`src/rtl/minion_pkg.sv`:
```
// minion_pkg: shared constants and types for the minion sprite renderer.
//   SPR_W_DEFAULT / SPR_H_DEFAULT : default sprite dimensions (48 x 52)
//   ROM_DEPTH                     : sprite ROM entries (48*52 = 2496)
//   ADDR_W                        : ROM address width presented to the ROM
//   PALETTE                       : 3-bit index -> 24-bit {R,G,B}; index 0 is transparent
//   state_t                       : damage-flash state machine encoding
package minion_pkg;

  localparam int SPR_W_DEFAULT = 48;
  localparam int SPR_H_DEFAULT = 52;
  localparam int ROM_DEPTH     = 2496;
  localparam int ADDR_W        = 19;

  // Entry 0 is never displayed (transparent); it is kept black for clarity.
  localparam logic [23:0] PALETTE [0:7] = '{
    24'h000000,  // 0 transparent
    24'h1A1A1A,  // 1 outline
    24'hFFD800,  // 2 minion yellow
    24'h3A5FCD,  // 3 overalls blue
    24'hF0F0F0,  // 4 goggle white
    24'h8B4513,  // 5 shoe brown
    24'hA0A0A0,  // 6 goggle rim grey
    24'h202020   // 7 pupil
  };

  typedef enum logic [1:0] {
    IDLE  = 2'd0,
    SHOW  = 2'd1,
    FLASH = 2'd2
  } state_t;

endpackage

```
`src/rtl/minion_sprite_addr.sv`:
```
// minion_sprite_addr: combinational stage-0 bounds check and ROM address.
//   i_draw_x/i_draw_y : current draw coordinate
//   i_live_x/i_live_y : live sprite top-left position
//   i_flip            : horizontal mirror (only with MINION_FLIP_EN defined)
//   o_in_box          : coordinate lies inside the sprite rectangle
//   o_addr            : row*SPR_W + col (meaningful only when o_in_box=1)
// Optional feature macro: MINION_FLIP_EN.
module minion_sprite_addr
  import minion_pkg::*;
#(
  parameter int SPR_W = SPR_W_DEFAULT,
  parameter int SPR_H = SPR_H_DEFAULT
) (
  input  logic [9:0]        i_draw_x,
  input  logic [9:0]        i_draw_y,
  input  logic [9:0]        i_live_x,
  input  logic [9:0]        i_live_y,
`ifdef MINION_FLIP_EN
  input  logic              i_flip,
`endif
  output logic              o_in_box,
  output logic [ADDR_W-1:0] o_addr
);

  logic [10:0] w_x_end;
  logic [10:0] w_y_end;
  logic        w_in_x;
  logic        w_in_y;
  logic [9:0]  w_col_raw;
  logic [9:0]  w_col;
  logic [9:0]  w_row;

  // 11-bit upper bounds so a sprite near the right/bottom edge cannot wrap
  // around and produce hits at small coordinates.
  assign w_x_end = {1'b0, i_live_x} + 11'(SPR_W);
  assign w_y_end = {1'b0, i_live_y} + 11'(SPR_H);

  assign w_in_x   = (i_draw_x >= i_live_x) && ({1'b0, i_draw_x} < w_x_end);
  assign w_in_y   = (i_draw_y >= i_live_y) && ({1'b0, i_draw_y} < w_y_end);
  assign o_in_box = w_in_x && w_in_y;

  assign w_col_raw = i_draw_x - i_live_x;
  assign w_row     = i_draw_y - i_live_y;

`ifdef MINION_FLIP_EN
  assign w_col = i_flip ? (10'(SPR_W - 1) - w_col_raw) : w_col_raw;
`else
  assign w_col = w_col_raw;
`endif

  assign o_addr = ADDR_W'(w_row) * ADDR_W'(SPR_W) + ADDR_W'(w_col);

endmodule

```
`src/rtl/minion_sprite_renderer.sv`:
```
// minion_sprite_renderer: pixel pipeline between the sprite ROM and the compositor.
//   Clk, Reset_n            : pixel clock, asynchronous active-low reset
//   draw_x/draw_y/pix_valid : current draw coordinate and active-area flag
//   frame_start             : vertical-blank pulse; commits shadow position, ticks frame counters
//   pos_x/pos_y/pos_wr      : requested sprite position, written to the shadow registers
//   enable, damage          : sprite visibility and damage-flash trigger
//   flip                    : horizontal mirror (only with MINION_FLIP_EN defined)
//   read_address, rom_index : ROM address out (1 clk after coordinate), index back same cycle
//   out_rgb/out_hit/out_valid : palette colour, opaque flag, valid (2 clks after coordinate)
//   flashing                : FSM is in FLASH
// Optional feature macro: MINION_FLIP_EN.
module minion_sprite_renderer
  import minion_pkg::*;
#(
  parameter int SPR_W        = SPR_W_DEFAULT,
  parameter int SPR_H        = SPR_H_DEFAULT,
  parameter int FLASH_FRAMES = 30
) (
  input  logic              Clk,
  input  logic              Reset_n,
  input  logic [9:0]        draw_x,
  input  logic [9:0]        draw_y,
  input  logic              pix_valid,
  input  logic              frame_start,
  input  logic [9:0]        pos_x,
  input  logic [9:0]        pos_y,
  input  logic              pos_wr,
  input  logic              enable,
  input  logic              damage,
`ifdef MINION_FLIP_EN
  input  logic              flip,
`endif
  output logic [ADDR_W-1:0] read_address,
  input  logic [2:0]        rom_index,
  output logic [23:0]       out_rgb,
  output logic              out_hit,
  output logic              out_valid,
  output logic              flashing
);

  localparam int CNT_W = $clog2(FLASH_FRAMES + 1);

  logic [9:0]        r_shadow_x;
  logic [9:0]        r_shadow_y;
  logic [9:0]        r_live_x;
  logic [9:0]        r_live_y;
  logic [2:0]        r_frame_cnt;

  logic              w_in_box;
  logic [ADDR_W-1:0] w_addr;

  logic [ADDR_W-1:0] r_addr_p0;
  logic              r_hit_p0;
  logic              r_vld_p0;
  logic [2:0]        r_idx_p1;
  logic              r_hit_p1;
  logic              r_vld_p1;

  state_t            r_state;
  state_t            w_state_nxt;
  logic [CNT_W-1:0]  r_flash_cnt;
  logic [CNT_W-1:0]  w_flash_cnt_nxt;

  // Shadow/live position. A write coinciding with frame_start bypasses the
  // shadow so the new position is live for the very next frame.
  always_ff @(posedge Clk or negedge Reset_n) begin
    if (!Reset_n) begin
      r_shadow_x  <= '0;
      r_shadow_y  <= '0;
      r_live_x    <= '0;
      r_live_y    <= '0;
      r_frame_cnt <= '0;
    end else begin
      if (pos_wr) begin
        r_shadow_x <= pos_x;
        r_shadow_y <= pos_y;
      end
      if (frame_start) begin
        r_live_x    <= pos_wr ? pos_x : r_shadow_x;
        r_live_y    <= pos_wr ? pos_y : r_shadow_y;
        r_frame_cnt <= r_frame_cnt + 3'd1;
      end
    end
  end

  minion_sprite_addr #(
    .SPR_W (SPR_W),
    .SPR_H (SPR_H)
  ) u_addr (
    .i_draw_x (draw_x),
    .i_draw_y (draw_y),
    .i_live_x (r_live_x),
    .i_live_y (r_live_y),
`ifdef MINION_FLIP_EN
    .i_flip   (flip),
`endif
    .o_in_box (w_in_box),
    .o_addr   (w_addr)
  );

  // ---- stage 0: address and qualifiers registered ----
  // Out-of-box coordinates present address 0 so the ROM never sees an
  // address beyond the sprite.
  always_ff @(posedge Clk or negedge Reset_n) begin
    if (!Reset_n) begin
      r_addr_p0 <= '0;
      r_hit_p0  <= 1'b0;
      r_vld_p0  <= 1'b0;
    end else begin
      r_addr_p0 <= w_in_box ? w_addr : '0;
      r_hit_p0  <= w_in_box && pix_valid && enable;
      r_vld_p0  <= pix_valid;
    end
  end

  assign read_address = r_addr_p0;

  // ---- stage 1: ROM index registered with qualifiers ----
  always_ff @(posedge Clk or negedge Reset_n) begin
    if (!Reset_n) begin
      r_idx_p1 <= '0;
      r_hit_p1 <= 1'b0;
      r_vld_p1 <= 1'b0;
    end else begin
      r_idx_p1 <= rom_index;
      r_hit_p1 <= r_hit_p0;
      r_vld_p1 <= r_vld_p0;
    end
  end

  // ---- stage 2: palette map and flash override ----
  always_comb begin
    out_rgb = '0;
    out_hit = 1'b0;
    if (r_hit_p1 && (r_idx_p1 != 3'd0)) begin
      out_hit = 1'b1;
      out_rgb = ((r_state == FLASH) && r_frame_cnt[2]) ? 24'hFFFFFF : PALETTE[r_idx_p1];
    end
  end

  assign out_valid = r_vld_p1;
  assign flashing  = (r_state == FLASH);

  // Damage-flash FSM: state register
  always_ff @(posedge Clk or negedge Reset_n) begin
    if (!Reset_n) begin
      r_state     <= IDLE;
      r_flash_cnt <= '0;
    end else begin
      r_state     <= w_state_nxt;
      r_flash_cnt <= w_flash_cnt_nxt;
    end
  end

  // Damage-flash FSM: next state. Disable overrides everything; damage
  // takes priority over a coincident frame_start while flashing.
  always_comb begin
    w_state_nxt     = r_state;
    w_flash_cnt_nxt = r_flash_cnt;
    if (!enable) begin
      w_state_nxt     = IDLE;
      w_flash_cnt_nxt = '0;
    end else begin
      unique case (r_state)
        IDLE: w_state_nxt = SHOW;
        SHOW: begin
          if (damage) begin
            w_state_nxt     = FLASH;
            w_flash_cnt_nxt = CNT_W'(FLASH_FRAMES);
          end
        end
        FLASH: begin
          if (damage) begin
            w_flash_cnt_nxt = CNT_W'(FLASH_FRAMES);
          end else if (frame_start) begin
            if (r_flash_cnt <= CNT_W'(1)) begin
              w_state_nxt     = SHOW;
              w_flash_cnt_nxt = '0;
            end else begin
              w_flash_cnt_nxt = r_flash_cnt - CNT_W'(1);
            end
          end
        end
        default: begin
          w_state_nxt     = IDLE;
          w_flash_cnt_nxt = '0;
        end
      endcase
    end
  end

endmodule

```
`config.mk`:
```
export PLATFORM = sky130hd
export DESIGN_NAME = minion_sprite_renderer
export DESIGN_NICKNAME = d
export VERILOG_FILES = /design/src/rtl/minion_pkg.sv /design/src/rtl/minion_sprite_addr.sv /design/src/rtl/minion_sprite_renderer.sv
export SDC_FILE = /design/constraint.sdc
export NUM_CORES = 1
export LEC_CHECK = 0
export ABC_AREA = 1
export CORE_ASPECT_RATIO = 1.1
export CORE_MARGIN = 2
export CORE_UTILIZATION = 26
export CTS_CLUSTER_DIAMETER = 50
export DETAILED_ROUTE_END_ITERATION = 10
export MAX_ROUTING_LAYER = met4
export SLEW_MARGIN = 10
export SYNTH_ARGS = -nofsm -noshare
export SYNTH_HDL_FRONTEND = slang
export SYNTH_HIERARCHICAL = 1
export SYNTH_SLANG_ARGS = --single-unit
```
`constraint.sdc`:
```
create_clock -name Clk -period 10.1 [get_ports Clk]
set_input_delay 2.525 -clock Clk [delete_from_list [all_inputs] [get_ports Clk]]
set_output_delay 2.525 -clock Clk [all_outputs]
set_load 0.01 [all_outputs]
```
Yosys cells after proc, flatten, opt, wreduce, memory -nomap -nowiden
Memory sizes are Yosys's and may differ from the RTL's.
Cells that the tools add are included.
{"block": "totals", "input_bits": 50, "reg_bits": 76, "mem_bits_ro": 192, "mem_count": 1, "output_inout_bits": 46, "ramBits": 0, "latchBits": 0}
{"block": "classes", "n_lt_le_gt_ge": 6, "n_mux": 20, "n_eq_ne": 8, "mul": 1, "add_sub_neg": 7, "bitwise_logic": 1, "shift": 0, "reduce_logical": 11, "n_div": 0}
{"name": "(name not given)", "words": 8, "word_bits": 24, "rd": 1, "rd_clocked_by_memory_dff": 0, "write_ports": 0, "line": "minion_sprite_renderer.sv:137", "rtl": "out_rgb = ((r_state == FLASH) && r_frame_cnt[2]) ? 24'hFFFFFF : PALETTE[r_idx_p1];"}
{"op": "two-way mux 24 bit", "n": 4}
{"op": "two-way mux 5 bit", "n": 5}
{"op": "adder 10 x 6 -> 11 bit (second input constant)", "n": 2}
{"op": "< comparator 10 x 11 -> 1 bit", "n": 2}
{"op": ">= comparator 10 bit", "n": 2}
{"op": "two-way mux 10 bit", "n": 2}
{"op": "subtractor 10 bit", "n": 2}
{"op": "two-way mux 19 bit", "n": 1}
{"op": "adder 16 x 10 -> 17 bit", "n": 1}
{"op": "one-hot mux 5 bit (3 select lines)", "n": 1}
{"op": "multiplier 10 x 2 -> 12 bit (second input constant)", "n": 1}
{"op": "two-way mux 2 bit", "n": 5}
{"op": "inequality test 3 bit (second input constant)", "n": 3}
{"op": "logical AND 1 bit", "n": 7}
{"op": "one-hot mux 2 bit (3 select lines)", "n": 1}
{"op": "less-or-equal comparator 5 x 1 -> 1 bit (second input constant)", "n": 1}
{"op": "subtractor 5 x 1 -> 5 bit (second input constant)", "n": 1}
{"op": ">= comparator 4 bit (second input constant)", "n": 1}
{"op": "inequality test 4 bit (second input constant)", "n": 1}
{"op": "NOT 3 -> 4 bit", "n": 1}
{"op": "AND reduction 4 bit", "n": 1}
{"op": "adder 3 x 1 -> 3 bit (second input constant)", "n": 1}
{"op": "inequality test 3 x 2 -> 1 bit (second input constant)", "n": 1}
{"op": "AND reduction 3 bit", "n": 1}
{"op": "6 further kinds", "n": 6}

Longest topological paths before layout
{"block": "depth", "ltp_word": 6, "ltp_mapped": 25, "mapped_depth_nobuf": 25}

Modules after synthesis
Netlist, hierarchy kept.
{"mod": "minion_sprite_renderer", "seq_area_each_um2": 1901.8, "cells_each": 299, "area_per_inst_um2": 3375.7, "instances": 1}
{"mod": "minion_sprite_addr", "seq_area_each_um2": 0.0, "cells_each": 398, "area_per_inst_um2": 2476.1, "instances": 1}

Worst setup path before layout
Ideal clock, no wire load.
{"block": "synth_timing", "kind": "input to register", "from": "input port draw_y[0]", "to": "register r_addr_p0[14], in the netlist read_address[14]", "cell_stages": 19, "t_arrival_ns": 5.465, "setup_slack_ns": 4.521, "t_required_ns": 9.986, "n_path_buf": 0, "cell_sequence": "inv_1 ha_1 fa_1 inv_1 ha_1 fa_1 nand3_1 nand3_1 xor2_1 ha_1 nand4_1 o21ai_0 nand3_2 nor2_4 nand2_2 nand2_1 nand2_1 nand2_1 inv_1"}
{"block": "synth_via", "elab_chain_cells": 4}
{"item": "start, declared", "line": "minion_sprite_renderer.sv:22", "rtl": "input logic [9:0] draw_y,"}
{"item": "subtractor 10 bit", "line": "minion_sprite_addr.sv:43", "rtl": "assign w_row = i_draw_y - i_live_y;"}
{"item": "multiplier 10 x 2 -> 12 bit", "line": "minion_sprite_addr.sv:51", "rtl": "assign o_addr = ADDR_W'(w_row) * ADDR_W'(SPR_W) + ADDR_W'(w_col);"}
{"item": "adder 16 x 10 -> 17 bit", "line": "minion_sprite_addr.sv:51"}
{"item": "net w_addr[14]", "line": "minion_sprite_renderer.sv:50", "rtl": "logic [ADDR_W-1:0] w_addr;"}
{"item": "two-way mux 19 bit", "line": "minion_sprite_renderer.sv:110", "rtl": "r_addr_p0 <= w_in_box ? w_addr : '0;"}
{"item": "end signal, assigned", "line": "minion_sprite_renderer.sv:110"}
{"item": "end, declared", "line": "minion_sprite_renderer.sv:52", "rtl": "logic [ADDR_W-1:0] r_addr_p0;"}
The timed path passes the listed nets, and every way through them passes these cells.
A chain may end at the register's enable or synchronous reset.

Worst setup path after layout
Same ends and word-level chain as after synthesis.

==> key figures <==
Logic synthesis
  • Largest area contributor in the netlist: dfrtp_1
  • Cells after synthesis: 697
  • Synth unique cells: 42
  • Post-Synthesis Cell Area: 5850 um^2
  • Post-synth ARST share: 1.00
  • Synth top area share: 0.325
  • Post-synthesis sequential area ratio: 0.325
  • Synth Area per Inst: between 8 and 9 um^2
  • Top cells by area, synth: dfrtp_1, ha_1, nand2_1
  • Yosys reg bits: 76
  • Commonest cells in the netlist: nand2_1, inv_1, dfrtp_1
  • Ys flop type: dfrtp_1
  • Synth Warn #: 6
  • Post-synth EDFFs: 0
  • Dominant cell by count in the synthesized netlist: nand2_1

GRT
  • Initial antenna violation count: 0
  • GR Overflow Total: 0
  • Vias in the first global route: ~4,600
  • Total GRT Usage: 0.115
  • First-pass GRT wire length: between 20,000 and 25,000 um
  • Largest net degree at the start of global routing: 77

Critical path
  • R2R Setup Slk: 6410 ps
  • CP Launch Type: primary input
  • Critical path's slowest cell: clkdlybuf4s50_1
  • Crit path cell chain: clkdlybuf4s50_1 -> inv_1 -> ha_1 -> fa_1 -> o21ai_0 -> xor2_1 -> ha_1 -> nand2_1 -> nand3_1 -> xor2_1 -> ha_1 -> nand4_1 -> o21ai_0 -> nand3_2 -> nor2_4 -> nand2_2 -> nand2_1 -> nand2_1 -> nand2_1 -> inv_1
  • Largest stage delay, worst path: 450 ps
  • RR Startpoint: r_live_y[0]
  • Cell mode on critical path: nand2_1
  • Largest fanout on the critical path: 5
  • Start point of the critical path: draw_y[0]
  • CP Data Arrival Time: 6230 ps
  • Critical path class: primary input to flip-flop
  • Critical Path RT: 10,330 ps
  • Critical Path End Type: flip-flop

CTS
  • H-tree level count: 3
  • Root buffer cell: clkbuf_16
  • Clk sink count: 76
  • Worst-skew pair later-pin latency: between 300 and 400 ps
  • CTS tree: yes
  • Post-cts repair resize count: 0
  • Clock Path Buffers: 2
  • Postcts setup bufs: 0
  • # hold bufs at CTS: 0
  • Worst-path clk slew: 60 ps
  • Num CTS Buffers: 9

STA
  • Slew Viols, Final: 0
  • RSZ-0062 raised after global routing: false
  • Clk_skew: 11.1 ps
  • Rel. slew slack: 0.330
  • Max Fclk: 0.167 GHz
  • Setup TNS: 0 ps
  • Setup ws final: 4110 ps
  • Setup violators final: 0
  • Final Hold Fails: 0
  • Final Cycle Share: 0.593
  • Final Critical Period: 5990 ps
  • Least-Margin Pin Slew: 1010 ps

Flow run
  • Max cap viols: 0

Floorplanning
  • Placeable Area: 22,100 um^2
  • Die area: around 24,000 um^2
  • Chip height: 161 um
  • Die width: 147 um
  • Initial Util: 0.265
  • Num rows: 57
  • I/O pins: 96

Placement
  • IO buf count: 95
  • RePlAce Congestion: 0.836
  • Post-DP HPWL: roughly 10,000 um
  • Dpl ws: 3750 ps
  • Dpl cells: 1,075

Pwr
  • Worst vdd ir: 0.117 mV
  • P_leak: 0.00373 uW
  • Pwr dens: roughly 230 nW/um^2

Finish
  • Share of post-route cells with drive strength above 1: 0.128
  • Fin cells: 1,091
  • Area of the multi-input gates: about 3400 um^2
  • Diodes inserted: 0
  • Fillers: 2,341
  • P&R area growth vs syn: 26.3%
  • Fin nets: 905
  • Register area: 1900 um^2

Min path
  • Min-delay worst type: flip-flop to flip-flop
  • HP Start: r_hit_p0

Route
  • Routed wire length: 12,600 um
  • DRT Pass-1 Iters: 4
  • DRC Markers: 0
  • DRT iter0 DRCs: 137
  • Antenna-violating nets left: 0
  • Vias: around 4,600
  • Wirelength per Cell: 11.6 um
  • Vias per inst: 4.26

Outcome
  • Status: completed
==> placed cells by master (no fill, tap or decap), types with 2 or more instances in the layout <==
cell type / n
mux2_4: 20
mux2_2: 21
inv_1: 112
nor3_1: 7
nor2_1: 42
nand2_2: 11
buf_4: 4
xnor2_1: 11
o2111ai_1: 2
inv_2: 6
nand4_1: 12
o21a_1: 2
a21oi_4: 2
nand2_1: 143
dfrtp_1: 76
a31oi_1: 2
a21oi_1: 41
clkbuf_16: 9
nand2_4: 3
nand3_1: 30
o31ai_1: 2
clkdlybuf4s50_1: 94
xor2_1: 26
conb_1: 2
o21ai_0: 14
clkinv_4: 3
inv_6: 2
nor2_2: 5
a21oi_2: 2
a211oi_1: 2
o21ai_1: 5
fa_1: 4
nand3_2: 4
ha_1: 60
o21bai_1: 2
nor3_2: 4
==> through the flow <==
step,total power [uW],hold WS (ps),utilization,instance area (um^2)
4_1_cts,1750,350,0.334,7390
2_1_floorplan,1190,331,-,5860
3_3_place_gp,1390,333,0.320,7080
5_1_grt,1910,369,0.334,7390
3_5_place_dp,1400,336,0.320,7080
6_report,1720,346,0.334,7390
==> report_power, final <==
part / switching (uW) / internal (uW) / total [uW]
clock: 138 / 196 / 334
combinational: 587 / 413 / 1000
sequential: 34.8 / 354 / 388
==> final cells by class <==
class                           count  area share
Multi-Input combinational cell    487       0.458
Sequential cell                    76       0.257
Timing Repair Buffer               98       0.131
Inverter                          119      0.0611
Tap cell                          295      0.0500
Clock buffer                        9      0.0305
Clock inverter                      7      0.0113
==> routing by layer <==
layer / vias to the layer above / GRT usage / wire [um]
li1: 2422 / - / -
met1: 2117 / 0.137 / 5970
met2: 96 / 0.191 / 5930
met3: 11 / 0.0288 / 566
met4: 0 / 0.0363 / 175
met5: - / - / 0
==> worst max-delay path: cells and delay by family <==
| kind | cells | cell delay [ps] |
|---|---|---|
| simple gates | 9 | 860 |
| xor+xnor | 2 | 390 |
| fa+ha+maj | 4 | 1330 |
| compound gates | 2 | 580 |
| buf+inv | 3 | 540 |
==> cell families (layout without fill, tap and decap cells) <==
logic type / after synthesis / in the layout / share of synthesized area
other cells: 1 / 2 / 0.000641
mux: 41 / 41 / 0.0917
flops: 76 / 76 / 0.325
buf+inv: 135 / 233 / 0.0971
simple gates: 264 / 264 / 0.204
xor+xnor: 38 / 38 / 0.0601
compound gates: 78 / 78 / 0.0793
fa+ha+maj: 64 / 64 / 0.142
==> state kept, by name (all words and copies together) (netlist names), 2 cells and up <==
name          flops
r_shadow_y       10
r_idx_p1          3
read_address     19
r_live_y         10
r_frame_cnt       3
r_shadow_x       10
r_state           2
r_flash_cnt       5
r_live_x         10
==> path summary, 6_finish.rpt <==
| kind | to | cells after the start |
|---|---|---|
| worst max-delay path | read_address[14] | 20 |
| max in group asynchronous | read_address[8] | 1 |
| worst min-delay path | r_hit_p1 | 0 |
| min in group asynchronous | r_live_y[2] | 1 |
| worst min register to register | r_hit_p1 | 0 |
| worst max register to register | read_address[14] | 18 |
No activity file was read; power rests on OpenSTA's default activity.
